--- src/rtl/buffer_load_sequencer_pkg.sv ---
// Shared definitions for the feature buffer load sequencer: word width,
// sequencer state encoding and buffer load/hold control levels.
package buffer_load_sequencer_pkg;

    localparam int FEATURE_IN_WIDTH = 8;

    typedef enum logic [1:0] {
        SEQ_IDLE    = 2'd0,
        SEQ_FILL    = 2'd1,
        SEQ_PRESENT = 2'd2
    } seq_state_t;

    localparam logic BUF_LOAD = 1'b0;
    localparam logic BUF_HOLD = 1'b1;

endpackage

--- src/rtl/buffer_load_sequencer.sv ---
// Fills NUM_BUF feature buffer registers from a valid/ready stream in index
// order, then presents the complete frame downstream and refills.
module buffer_load_sequencer
    import buffer_load_sequencer_pkg::*;
#(
    parameter int DATA_WIDTH = FEATURE_IN_WIDTH,
    parameter int NUM_BUF    = 8,
    parameter int IDX_W      = $clog2(NUM_BUF),
    parameter int CNT_W      = 16
) (
    input  logic                  clk,
    input  logic                  rst_n,
    input  logic                  i_start,
    input  logic                  i_abort,
    input  logic [DATA_WIDTH-1:0] i_in_data,
    input  logic                  i_in_valid,
    output logic                  o_in_ready,
    output logic [DATA_WIDTH-1:0] o_buf_data,
    output logic [NUM_BUF-1:0]    o_buf_ctrl,
    output logic                  o_frame_valid,
    input  logic                  i_frame_ready,
    output logic                  o_busy,
    output logic [CNT_W-1:0]      o_frame_count
);

    seq_state_t       r_state;
    seq_state_t       w_state_next;
    logic [IDX_W-1:0] r_wr_idx;
    logic [IDX_W-1:0] w_wr_idx_next;
    logic [CNT_W-1:0] r_frame_count;
    logic [CNT_W-1:0] w_frame_count_next;
    logic             w_last_slot;
    logic             w_fill_load;
    logic             w_in_ready;
    logic             w_frame_valid;
    logic             w_busy;

    assign w_last_slot = (r_wr_idx == IDX_W'(NUM_BUF - 1));

    always_ff @(posedge clk or negedge rst_n) begin
        if (!rst_n) begin
            r_state       <= SEQ_IDLE;
            r_wr_idx      <= '0;
            r_frame_count <= '0;
        end else begin
            r_state       <= w_state_next;
            r_wr_idx      <= w_wr_idx_next;
            r_frame_count <= w_frame_count_next;
        end
    end

    // abort overrides every transition, including a pending final accept or handshake
    always_comb begin
        w_state_next       = r_state;
        w_wr_idx_next      = r_wr_idx;
        w_frame_count_next = r_frame_count;
        if (i_abort) begin
            w_state_next  = SEQ_IDLE;
            w_wr_idx_next = '0;
        end else begin
            case (r_state)
                SEQ_IDLE: begin
                    if (i_start) begin
                        w_state_next  = SEQ_FILL;
                        w_wr_idx_next = '0;
                    end
                end
                SEQ_FILL: begin
                    if (i_in_valid) begin
                        if (w_last_slot) begin
                            w_state_next  = SEQ_PRESENT;
                            w_wr_idx_next = '0;
                        end else begin
                            w_wr_idx_next = r_wr_idx + IDX_W'(1);
                        end
                    end
                end
                SEQ_PRESENT: begin
                    if (i_frame_ready) begin
                        w_frame_count_next = r_frame_count + CNT_W'(1);
                        w_state_next       = SEQ_FILL;
                        w_wr_idx_next      = '0;
                    end
                end
                default: begin
                    w_state_next  = SEQ_IDLE;
                    w_wr_idx_next = '0;
                end
            endcase
        end
    end

    always_comb begin
        w_in_ready    = 1'b0;
        w_frame_valid = 1'b0;
        w_busy        = (r_state != SEQ_IDLE);
        w_fill_load   = 1'b0;
        case (r_state)
            SEQ_FILL: begin
                // a word offered during abort is neither accepted nor loaded
                w_in_ready  = !i_abort;
                w_fill_load = i_in_valid && !i_abort;
            end
            SEQ_PRESENT: w_frame_valid = 1'b1;
            default: ;
        endcase
    end

    generate
        for (genvar gi = 0; gi < NUM_BUF; gi++) begin : g_ctrl
            assign o_buf_ctrl[gi] = (w_fill_load && (r_wr_idx == IDX_W'(gi))) ? BUF_LOAD : BUF_HOLD;
        end
    endgenerate

    assign o_buf_data    = i_in_data;
    assign o_in_ready    = w_in_ready;
    assign o_frame_valid = w_frame_valid;
    assign o_busy        = w_busy;
    assign o_frame_count = r_frame_count;

endmodule

--- config.mk ---
export PLATFORM = sky130hd
export DESIGN_NAME = buffer_load_sequencer
export DESIGN_NICKNAME = d
export VERILOG_FILES = /design/src/rtl/buffer_load_sequencer_pkg.sv /design/src/rtl/buffer_load_sequencer.sv
export SDC_FILE = /design/constraint.sdc
export NUM_CORES = 1
export LEC_CHECK = 0
export BUFFER_PORTS_ARGS = -buffer_cell sky130_fd_sc_hd__clkbuf_2
export CAP_MARGIN = 15
export CORE_ASPECT_RATIO = 1.1
export CORE_UTILIZATION = 45
export CTS_CLUSTER_SIZE = 28
export DETAILED_ROUTE_END_ITERATION = 10
export PLACE_DENSITY = 0.76
export SETUP_SLACK_MARGIN = 0.2
export SLEW_MARGIN = 5
export SYNTH_ARGS = -nofsm -noshare
export SYNTH_HDL_FRONTEND = slang
export SYNTH_SLANG_ARGS = --single-unit
--- constraint.sdc ---
create_clock -name clk -period 1.6 [get_ports clk]
set_input_delay 0 -clock clk [delete_from_list [all_inputs] [get_ports clk]]
set_output_delay 0 -clock clk [all_outputs]
set_load 0.05 [all_outputs]
==> results by group, run 1 <==
Status
  • Status: complete, no violations

Drt
  • Vias/cell: 5.20
  • DRC Markers: 0
  • DRT antenna net count: 0
  • DR WL/cell: 13.3 um
  • 1st-pass router iterations: 4
  • Vias: 956
  • 1st-iter DRT viols: 14
  • Routed WL: 2440 um

Finish
  • Fillers: 210
  • Post-layout util: 0.677
  • Layout Nets: 175
  • Ratio of cells with drive above 1 in the final layout: 0.536
  • Antenna cells: 0
  • Area grow syn2layout: 43.3%
  • Layout Cell Area excl Fill: 1670 um2

Global route
  • Global-route wire length before repair: 4050 um
  • Vias in the first global route: 953
  • Total track usage: 0.190
  • Total grt overflow: 0
  • Antenna violations before repair: 0
  • Largest net degree at the start of global routing: 22

Floorplanning
  • Die area: 2800 um2
  • Die Y: 55.4 um
  • Die width: 50.6 um
  • I/O Pins: 49
  • Initial Util: 0.472
  • Core Footprint: 2470 um2
  • Row count: 19

Power and ir drop
  • Reg power frac: 0.595
  • Switching part of the total power: 0.247
  • Comb power frac: 0.127
  • Power Dens Cells: 544 nW/um2
  • Internal power: 684 uW
  • Worst VDD drop: 455 uV
  • Switch Pwr: 225 uW
  • LEAKAGE: 0.776 nW
  • Tot Pwr: 909 uW
  • Clk network pwr share: 0.279

Yosys
  • Yosys reg bits: 21
  • Syn Std Cell Area: 1170 um2
  • Area contributors post-synth: dfrtp_1, xnor2_1, ha_1, buf_4, nand2_1
  • Post-synth EDFFs: 0
  • Ys flop type: dfrtp_1
  • Register area share after synthesis: 0.450
  • Yosys top cell area share: 0.450
  • Yosys top cell by area: dfrtp_1
  • Mapped Nets: 130
  • Syn Inst Count: 109
  • Mean Syn Cell Area: 10.7 um2
  • Post-synth ARST share: 1.00
  • Distinct cells, synth: 26
  • Number of synthesis warnings: 0

Timing
  • Crit path time final: 1.47 ns
  • Max Clk Rate: 678 MHz
  • Pin slew with the least headroom to its limit: 0.530 ns
  • Worst hold slack: 0.0000220 ns
  • Final Setup Violations: 0
  • Unrepaired setup endpoints after global routing: true
  • Worst rel slew slack: 0.647
  • Period utilization: 0.922
  • Setup Skew: 0.00576 ns
  • Fin. max-slew vios: 0
  • Setup ws final: 0.126 ns
  • Final hold vios: 0

Clock network
  • Total CTS buffers: 3
  • Max clock buf depth: 2
  • Total clock sinks: 21
  • Clock latency on the worst-skew pair: 0.30 ns
  • CTS H-tree lvls: 1
  • Root Buffer: clkbuf_4
  • Clk slew on worst S/H paths: 0.12 ns
  • CTS tree: done

Placed design
  • RePlAce Congestion: 0.736
  • Hpwl dp: 1670 um
  • Post-place setup slack: 0.116 ns
  • IO Port Bufs: 32
  • Placed inst area: 1410 um2

Setup path
  • CP Launch Type: flip-flop
  • Crit path max fanout: 6
  • Slowest stage delay, CP: 0.42 ns
  • Buffers & Inverters on Critical Path: 1
  • Worst Setup SP: r_state[0]$_DFFE_PN0P_
  • WP data arrival: 1.47 ns
  • WS Path Type: flip-flop to primary output
  • Reg-to-reg startpoint: r_state[0]$_DFFE_PN0P_
  • Critical-path cell list: nor3b_4 > and2_4 > nand3_2 > buf_8
  • Crit-path slowest cell: dfrtp_2
  • CP Capture Type: primary output
  • Cell family with most CP delay: simple AND/OR/NAND/NOR gates
  • Crit path required time: 1.60 ns

Worst hold path
  • Hold Path Origin: i_in_data[7]
  • HP Class: input pin to primary output

Run
  • Max_cap viols: 0
synth_stat cells, drive strengths merged (2+ instances only):
master / instances
and2: 2
and4: 2
buf: 8
dfrtp: 21
ha: 7
inv: 5
mux2: 2
nand2: 16
nand2b: 2
nand3: 8
nand4: 4
nor2: 4
nor3: 2
nor3b: 2
xnor2: 14
stage by stage:
| stage | std cells | TNS (ns) |
|---|---|---|
| detailed placement | 165 | 0 |
| global placement | 165 | 0 |
| global route | 184 | 0 |
| CTS | 181 | 0 |
| floorplan | 109 | -0.0410 |
| finish | 184 | 0 |
repair_timing:
item / in CTS / in global routing
hold buffers: 4 / 0
pin swaps: 14 / 5
setup endpoints to repair: 20 / 27
endpoints found under the hold margin: 23 / 0
gates resized for setup: 21 / 16
buffers inserted: 8 / 3
registers in the layout, indices dropped and copies added, names as in the netlist:
signal         flops
r_wr_idx           3
o_frame_count     16
r_state            2
cell usage in the layout (no fill, tap or decap), types with 2 or more instances in the layout:
cell type,count
dfrtp_1,9
inv_1,5
nand3_1,4
nor3_4,2
clkbuf_4,3
nand2_1,10
dfrtp_2,12
buf_4,12
buf_8,7
mux2_2,2
nand2_2,4
nand4_1,4
nor2_1,2
dlygate4sd3_1,4
nand3_2,4
ha_1,5
xnor2_1,14
and4_1,2
clkbuf_2,22
buf_6,2
logic make-up (layout without fill, tap and decap cells):
group | count (synthesis) | in the layout | synth area share
flip-flops | 21 | 21 | 0.450
AO/OA/AOI/OAI | 6 | 6 | 0.0418
AND/OR/NAND/NOR | 45 | 45 | 0.234
buffers and inverters | 13 | 57 | 0.0675
adder cells (fa/ha/maj) | 7 | 7 | 0.0750
multiplexers | 2 | 2 | 0.0193
XOR/XNOR | 15 | 15 | 0.113
power by group through the flow:
stage	registers (mW)	clock network (mW)	logic (mW)
2_1_floorplan	0.553	0	0.106
6_report	0.541	0.253	0.115
3_5_place_dp	0.551	0	0.0866
4_1_cts	0.541	0.274	0.106
3_3_place_gp	0.551	0	0.0841
5_1_grt	0.542	0.287	0.124
final timing paths:
check | to | slack, ns | cells past startpoint
max in group asynchronous | r_state[1]$_DFFE_PN0P_ | 1.02 | 2
hold reg to reg | o_frame_count[15]$_DFFE_PN0P_ | 0.48 | 1
setup reg to reg | o_frame_count[4]$_DFFE_PN0P_ | 0.16 | 4
setup / recovery | o_buf_ctrl[4] | 0.13 | 4
hold / removal | o_buf_data[7] | 0.00002 | 0
min in group asynchronous | o_frame_count[11]$_DFFE_PN0P_ | 0.19 | 2
layer usage:
layer	vias to the layer above	global-route usage	wire [um]
li1	452	-	-
met1	456	0.228	986
met2	30	0.305	1240
met3	18	0.0358	135
met4	0	0.123	79
met5	-	0	0
worst register-to-register path, delay by kind of cell, from the launching register on:
| kind | cells | cell delay, ns |
|---|---|---|
| xor+xnor | 1 | 0.14 |
| flops | 1 | 0.46 |
| simple gates | 3 | 0.73 |
final cells by class:
class	count	area, um2	area share
multi-input cells	75	656	0.392
inverters	5	18.8	0.0112
repair buffers	48	393	0.235
clock buffers	4	26.3	0.0157
flip-flops and latches	21	541	0.323
well taps	31	38.8	0.0232
Note: power is estimated with default switching activity, not from simulation.
==> run 2: changes to the inputs <==
Settings changed: BUFFER_PORTS_ARGS -buffer_cell sky130_fd_sc_hd__clkbuf_2 to -buffer_cell sky130_fd_sc_hd__buf_2.
==> run 2 against run 1 <==
Compared with the run above: hold slack did not move; count of clock-buffer cells in the layout fell by 1; flip-flop and latch count unchanged; clock power barely moved; utilization fell by 0.40 points; sequential share of layout area is 0.19 points higher; cell count fell by 1.1%; sequential power is essentially flat; global-route usage is 1.0 points higher; wire length up 7.9%; critical path type unchanged; largest cell class unchanged; largest power group unchanged; highest routed layer unchanged.
==> results by group, run 2 (synthesis results as in run 1) <==
Floorplanning
  • Core Footprint: 2470 um2 (unchanged)
  • Die Y: 55.4 um (unchanged)
  • Die width: 50.6 um (unchanged)
  • Die area: 2800 um2 (unchanged)
  • Initial Util: 0.472 (unchanged)
  • I/O Pins: 49 (unchanged)
  • Row count: 19 (unchanged)

Drt
  • DRC Markers: 0 (unchanged)
  • DR WL/cell: 14.5 um (was 13.3 um)
  • 1st-iter DRT viols: 17 (was 14)
  • 1st-pass router iterations: 2 (was 4)
  • DRT antenna net count: 0 (unchanged)
  • Routed WL: 2630 um (was 2440 um)
  • Vias: 946 (was 956)
  • Vias/cell: 5.20 (about the same)

Timing
  • Worst rel slew slack: 0.681 (was 0.647)
  • Setup ws final: 0.106 ns (was 0.126 ns)
  • Unrepaired setup endpoints after global routing: true (unchanged)
  • Fin. max-slew vios: 0 (unchanged)
  • Final hold vios: 0 (unchanged)
  • Period utilization: 0.934 (was 0.922)
  • Pin slew with the least headroom to its limit: 0.479 ns (was 0.530 ns)
  • Crit path time final: 1.49 ns (was 1.47 ns)
  • Worst hold slack: 0.0000220 ns (unchanged)
  • Setup Skew: 0.00934 ns (was 0.00576 ns)
  • Max Clk Rate: 669 MHz (was 678 MHz)
  • Final Setup Violations: 0 (unchanged)

Run
  • Max_cap viols: 0 (unchanged)

Finish
  • Post-route insts no fill: 182 (was 184)
  • Antenna cells: 0 (unchanged)
  • Area grow syn2layout: 42.4% (was 43.3%)
  • Post-layout util: 0.673 (was 0.677)
  • Fillers: 194 (was 210)
  • Commonest non-fill, non-tap cell in the layout: buf_2 (was clkbuf_2)
  • Commonest non-fill, non-tap cells in the layout: buf_2, xnor2_1, dfrtp_2, nand2_1, dfrtp_1 (was clkbuf_2, xnor2_1, dfrtp_2, buf_4, nand2_1)
  • Flip-flop and latch area: 541 um2 (unchanged)
  • Max reg flops: 16 (unchanged)
  • Layout Nets: 173 (was 175)
  • Ratio of cells with drive above 1 in the final layout: 0.550 (was 0.536)
  • Multi-input gate area: 673 um2 (was 656 um2)

Setup path
  • Slowest stage delay, CP: 0.43 ns (was 0.42 ns)
  • CP Capture Type: primary output (unchanged)
  • Crit path required time: 1.60 ns (about the same)
  • WS Path Type: flip-flop to primary output (unchanged)
  • Crit path max fanout: 7 (was 6)
  • WP data arrival: 1.49 ns (was 1.47 ns)
  • Crit-path slowest cell: dfrtp_2 (unchanged)
  • Critical-path cell list: nor3b_4 > and2_4 > nand3_4 > buf_8 (was nor3b_4 > and2_4 > nand3_2 > buf_8)
  • CP Launch Type: flip-flop (unchanged)

Power and ir drop
  • LEAKAGE: 0.785 nW (was 0.776 nW)
  • Worst VDD drop: 355 uV (was 455 uV)
  • Power Dens Cells: 549 nW/um2 (was 544 nW/um2)

Global route
  • Largest net degree at the start of global routing: 22 (unchanged)
  • Total track usage: 0.200 (was 0.190)
  • Global-route wire length before repair: 4350 um (was 4050 um)
  • Total grt overflow: 0 (unchanged)
  • Vias in the first global route: 995 (was 953)
  • Antenna violations before repair: 0 (unchanged)

Clock network
  • CTS H-tree lvls: 1 (unchanged)
  • Clk slew on worst S/H paths: 0.13 ns (was 0.12 ns)
  • Total clock sinks: 21 (unchanged)
  • Root Buffer: clkbuf_4 (unchanged)
  • Total CTS buffers: 3 (unchanged)
  • Max clock buf depth: 2 (unchanged)
  • Clock latency on the worst-skew pair: 0.30 ns (about the same)
  • CTS tree: done (unchanged)

Status
  • Status: complete, no violations (unchanged)

Placed design
  • Post-place setup slack: 0.0797 ns (was 0.116 ns)
  • Hpwl dp: 1770 um (was 1670 um)
  • IO Port Bufs: 32 (unchanged)
  • Placed Cells: 165 (unchanged)
  • RePlAce Congestion: 0.736 (about the same)

Worst hold path
  • HP Class: input pin to primary output (unchanged)
## run 2: critical path, delay by kind of cell (launching register included)
family / cells / cell delay, ns
buffers and inverters: 1 / 0.16
flip-flops: 1 / 0.43
AND/OR/NAND/NOR: 3 / 0.61
## run 2: per-layer routing
layer / vias to the layer above / track usage / part of all wire
met5: - / 0 / 0
met3: 12 / 0.0303 / 0.043
li1: 449 / - / -
met4: 0 / 0.0595 / 0.016
met2: 22 / 0.360 / 0.54
met1: 463 / 0.241 / 0.40
## run 2: final cells by class
type                       count  area share
multi-input combinational     75       0.405
sequential                    21       0.325
timing repair buffer          46       0.219
tap                           31      0.0233
clock buffer                   3      0.0135
inverter                       5      0.0113
clock inverter                 1     0.00301
## run 2: worst paths after layout
path                                              start                       endpoint  slack, ns  cells after the start
max                              r_state[0]$_DFFE_PN0P_                  o_buf_ctrl[5]       0.11                      4
min                                        i_in_data[7]                  o_buf_data[7]    0.00002                      0
max reg2reg                      r_state[0]$_DFFE_PN0P_        r_wr_idx[0]$_DFFE_PN0P_       0.15                      5
min reg2reg                o_frame_count[9]$_DFFE_PN0P_   o_frame_count[9]$_DFFE_PN0P_       0.48                      1
max in group asynchronous                         rst_n   o_frame_count[6]$_DFFE_PN0P_       1.07                      2
min in group asynchronous                         rst_n  o_frame_count[11]$_DFFE_PN0P_       0.17                      2
## run 2: per-stage QoR
step	area (um2)	setup TNS [ns]	power, mW
2_1_floorplan	1260	-0.0410	0.659
3_3_place_gp	1410	0	0.635
3_5_place_dp	1410	0	0.638
4_1_cts	1590	0	0.910
5_1_grt	1660	0	0.953
6_report	1660	0	0.912
## run 2: repair_timing
action                                  CTS  global route
buffers inserted                          6             3
resized for setup                        22            15
hold endpoints to repair                 23             0
hold buffers                              4             0
endpoints found under the setup margin   20            25
pin swaps                                13             6
## run 2: report_power, final
| group | total (mW) | switching (mW) | leakage [nW] | internal [mW] |
|---|---|---|---|---|
| Clock | 0.255 | 0.162 | 0.0177 | 0.0930 |
| Sequential | 0.541 | 0.00576 | 0.272 | 0.535 |
| Combinational | 0.116 | 0.0645 | 0.496 | 0.0515 |
==> run 3: changes to the inputs <==
Settings changed: ABC_AREA set to 1, PLACE_DENSITY 0.76 to 0.73.
==> run 3 against run 2 <==
Compared with the run above: wire length up 8.9%; flip-flop and latch count stayed put; sequential power increased by 4.8%; synthesized area is 17% higher; die area up 17%; fmax fell by 1.9%; register-to-register slack improved by 0.08 ns; non-clock buffer count unchanged; combinational power is 130% higher; largest power group unchanged; highest routed layer unchanged.
==> results by group, run 3 <==
Drt
  • DR WL/cell: 12.3 um (was 14.5 um)
  • Routed WL: 2860 um (was 2630 um)
  • Vias/cell: 4.96 (was 5.20)
  • 1st-pass router iterations: 4 (was 2)
  • DRC Markers: 0 (unchanged)
  • 1st-iter DRT viols: 14 (was 17)
  • Vias: 1,156 (was 946)
  • DRT antenna net count: 0 (unchanged)

Finish
  • Max reg flops: 16 (unchanged)
  • Flip-flop and latch area: 538 um2 (was 541 um2)
  • Layout Cell Area excl Fill: 1750 um2 (was 1660 um2)
  • Commonest non-fill, non-tap cell in the layout: nand2_1 (was buf_2)
  • Area grow syn2layout: 28.1% (was 42.4%)
  • Fillers: 234 (was 194)
  • Ratio of cells with drive above 1 in the final layout: 0.405 (was 0.550)
  • Multi-input gate area: 719 um2 (was 673 um2)
  • Layout Nets: 222 (was 173)
  • Post-layout util: 0.620 (was 0.673)
  • Antenna cells: 0 (unchanged)
  • Post-route insts no fill: 233 (was 182)
  • Commonest non-fill, non-tap cells in the layout: nand2_1, buf_2, inv_1, nor2_1, buf_6 (was buf_2, xnor2_1, dfrtp_2, nand2_1, dfrtp_1)

Power and ir drop
  • LEAKAGE: 0.856 nW (was 0.785 nW)
  • Power Dens Cells: 625 nW/um2 (was 549 nW/um2)
  • Comb power frac: 0.249 (was 0.127)
  • Switching part of the total power: 0.322 (was 0.255)
  • Worst VDD drop: 507 uV (was 355 uV)
  • Clk network pwr share: 0.234 (was 0.280)
  • Switch Pwr: 353 uW (was 233 uW)
  • Internal power: 743 uW (was 680 uW)
  • Tot Pwr: 1.10 mW (was 912 uW)
  • Reg power frac: 0.518 (was 0.593)

Timing
  • Setup Skew: 0.00706 ns (was 0.00934 ns)
  • Crit path time final: 1.52 ns (was 1.49 ns)
  • Fin. max-slew vios: 0 (unchanged)
  • Period utilization: 0.952 (was 0.934)
  • Unrepaired setup endpoints after global routing: true (unchanged)
  • Final hold vios: 0 (unchanged)
  • Final Setup Violations: 0 (unchanged)
  • Max Clk Rate: 656 MHz (was 669 MHz)
  • Worst rel slew slack: 0.685 (was 0.681)
  • Pin slew with the least headroom to its limit: 0.472 ns (was 0.479 ns)
  • Setup ws final: 0.0767 ns (was 0.106 ns)

Setup path
  • Worst Setup SP: r_state[0]$_DFFE_PN0P_ (unchanged)
  • Crit-path slowest cell: dfrtp_1 (was dfrtp_2)
  • Critical-path cell list: inv_2 > nor3_4 > inv_2 > nor2_4 > nand3_1 > buf_6 (was nor3b_4 > and2_4 > nand3_4 > buf_8)
  • Reg-to-reg startpoint: r_wr_idx[0]$_DFFE_PN0P_ (was r_state[0]$_DFFE_PN0P_)
  • Buffers & Inverters on Critical Path: 3 (was 1)
  • Crit path required time: 1.60 ns (about the same)
  • CP Capture Type: primary output (unchanged)
  • WS Path Type: flip-flop to primary output (unchanged)
  • Cell family with most CP delay: simple AND/OR/NAND/NOR gates (unchanged)
  • Crit path max fanout: 8 (was 7)
  • Slowest stage delay, CP: 0.39 ns (was 0.43 ns)
  • Most frequent CP cell: inv_2
  • CP Launch Type: flip-flop (unchanged)
  • WP data arrival: 1.52 ns (was 1.49 ns)

Floorplanning
  • Die Y: 59.8 um (was 55.4 um)
  • I/O Pins: 49 (unchanged)
  • Die width: 54.6 um (was 50.6 um)
  • Initial Util: 0.484 (was 0.472)
  • Die area: 3270 um2 (was 2800 um2)
  • Row count: 20 (was 19)
  • Core Footprint: 2830 um2 (was 2470 um2)

Yosys
  • Ys flop type: dfrtp_1 (unchanged)
  • Syn Std Cell Area: 1370 um2 (was 1170 um2)
  • Area contributors post-synth: dfrtp_1, nand2_1, ha_1, inv_1, nor2_4 (was dfrtp_1, xnor2_1, ha_1, buf_4, nand2_1)
  • Mean Syn Cell Area: 8.61 um2 (was 10.7 um2)
  • Distinct cells, synth: 26 (unchanged)
  • Synth cell count leaders: nand2_1, dfrtp_1, inv_1, nor2_1 (was dfrtp_1, nand2_1, xnor2_1, buf_4, nand3_1)
  • Mapped Nets: 180 (was 130)
  • Register area share after synthesis: 0.384 (was 0.450)
  • Yosys top cell by area: dfrtp_1 (unchanged)
  • Syn Inst Count: 159 (was 109)
  • Most common cell in the netlist: nand2_1 (was dfrtp_1)
  • Number of synthesis warnings: 0 (unchanged)
  • Yosys top cell area share: 0.384 (was 0.450)
  • Post-synth ARST share: 1.00 (unchanged)
  • Yosys reg bits: 21 (unchanged)
  • Post-synth EDFFs: 0 (unchanged)

Placed design
  • Post-place setup slack: 0.143 ns (was 0.0797 ns)
  • Placed Cells: 215 (was 165)
  • Hpwl dp: 2000 um (was 1770 um)
  • RePlAce Congestion: 0.794 (was 0.736)
  • IO Port Bufs: 32 (unchanged)
  • Placed inst area: 1530 um2 (was 1410 um2)

Global route
  • Antenna violations before repair: 0 (unchanged)
  • Total track usage: 0.192 (was 0.200)
  • Vias in the first global route: 1,147 (was 995)
  • Global-route wire length before repair: 4580 um (was 4350 um)
  • Largest net degree at the start of global routing: 22 (unchanged)
  • Total grt overflow: 0 (unchanged)

Clock network
  • Clk slew on worst S/H paths: 0.12 ns (was 0.13 ns)
  • CTS tree: done (unchanged)
  • Max clock buf depth: 2 (unchanged)
  • Total CTS buffers: 3 (unchanged)
  • CTS H-tree lvls: 1 (unchanged)
  • Total clock sinks: 21 (unchanged)
  • Clock latency on the worst-skew pair: 0.31 ns (was 0.30 ns)
  • Root Buffer: clkbuf_4 (unchanged)

Run
  • Max_cap viols: 0 (unchanged)

Status
  • Status: complete, no violations (unchanged)

Worst hold path
  • Hold Path Origin: i_in_data[4] (was i_in_data[7])
  • HP Class: input pin to primary output (unchanged)
## run 3: path summary, 6_finish.rpt
kind / to / slack [ns] / cells past startpoint
worst max-delay path: o_buf_ctrl[0] / 0.08 / 6
worst min-delay path: o_buf_data[4] / 0.00002 / 0
worst min register to register: o_frame_count[8]$_DFFE_PN0P_ / 0.50 / 1
min in group asynchronous: o_frame_count[4]$_DFFE_PN0P_ / 0.16 / 2
max in group asynchronous: o_frame_count[9]$_DFFE_PN0P_ / 1.08 / 2
worst max register to register: r_wr_idx[0]$_DFFE_PN0P_ / 0.23 / 7
## run 3: area by class of cell
type / instances / area share
multi-input combinational: 107 / 0.410
clock buffer: 4 / 0.0150
sequential: 21 / 0.307
tap: 33 / 0.0236
timing repair buffer: 46 / 0.197
inverter: 22 / 0.0471
## run 3: cells by family after synthesis
group / Yosys count / share of synthesized area
compound gates: 5 / 0.0238
xor+xnor: 10 / 0.0695
fa+ha+maj: 7 / 0.0640
buf+inv: 31 / 0.119
flops: 21 / 0.384
simple gates: 85 / 0.340
## run 3: worst reg2reg max path: cells and delay by family, from the launching register on
family | cells | cell delay, ns
fa+ha+maj | 2 | 0.45
flops | 1 | 0.44
buf+inv | 2 | 0.15
compound gates | 1 | 0.13
simple gates | 2 | 0.12
## run 3: what timing repair did
action,4_1_cts,5_1_grt
setup endpoints to repair,14,12
pin swaps,4,4
hold buffers,3,0
resized for setup,17,8
hold endpoints to repair,22,0
buffers inserted,8,3
## run 3: per-stage QoR
stage | hold slack [ns] | setup TNS [ns]
floorplan | -0.296 | -0.235
global placement | -0.0208 | 0
detailed placement | -0.0103 | 0
CTS | 0.000341 | 0
global route | 0.0000732 | -0.00752
finish | 0.0000220 | 0
## run 3: metal layers
metal | vias up | global-route usage | wire length [um]
met5 | - | 0 | 0
met4 | 0 | 0.0916 | 50
met3 | 8 | 0.0407 | 121
met2 | 36 | 0.343 | 1540
met1 | 548 | 0.208 | 1150
li1 | 564 | - | -
## run 3: power by group through the flow
| stage | registers [mW] | logic, mW | clock network, mW |
|---|---|---|---|
| finish | 0.567 | 0.272 | 0.256 |
| global route | 0.568 | 0.295 | 0.284 |
| CTS | 0.566 | 0.250 | 0.265 |
| detailed placement | 0.577 | 0.210 | 0 |
| global placement | 0.575 | 0.205 | 0 |
| floorplan | 0.576 | 0.209 | 0 |
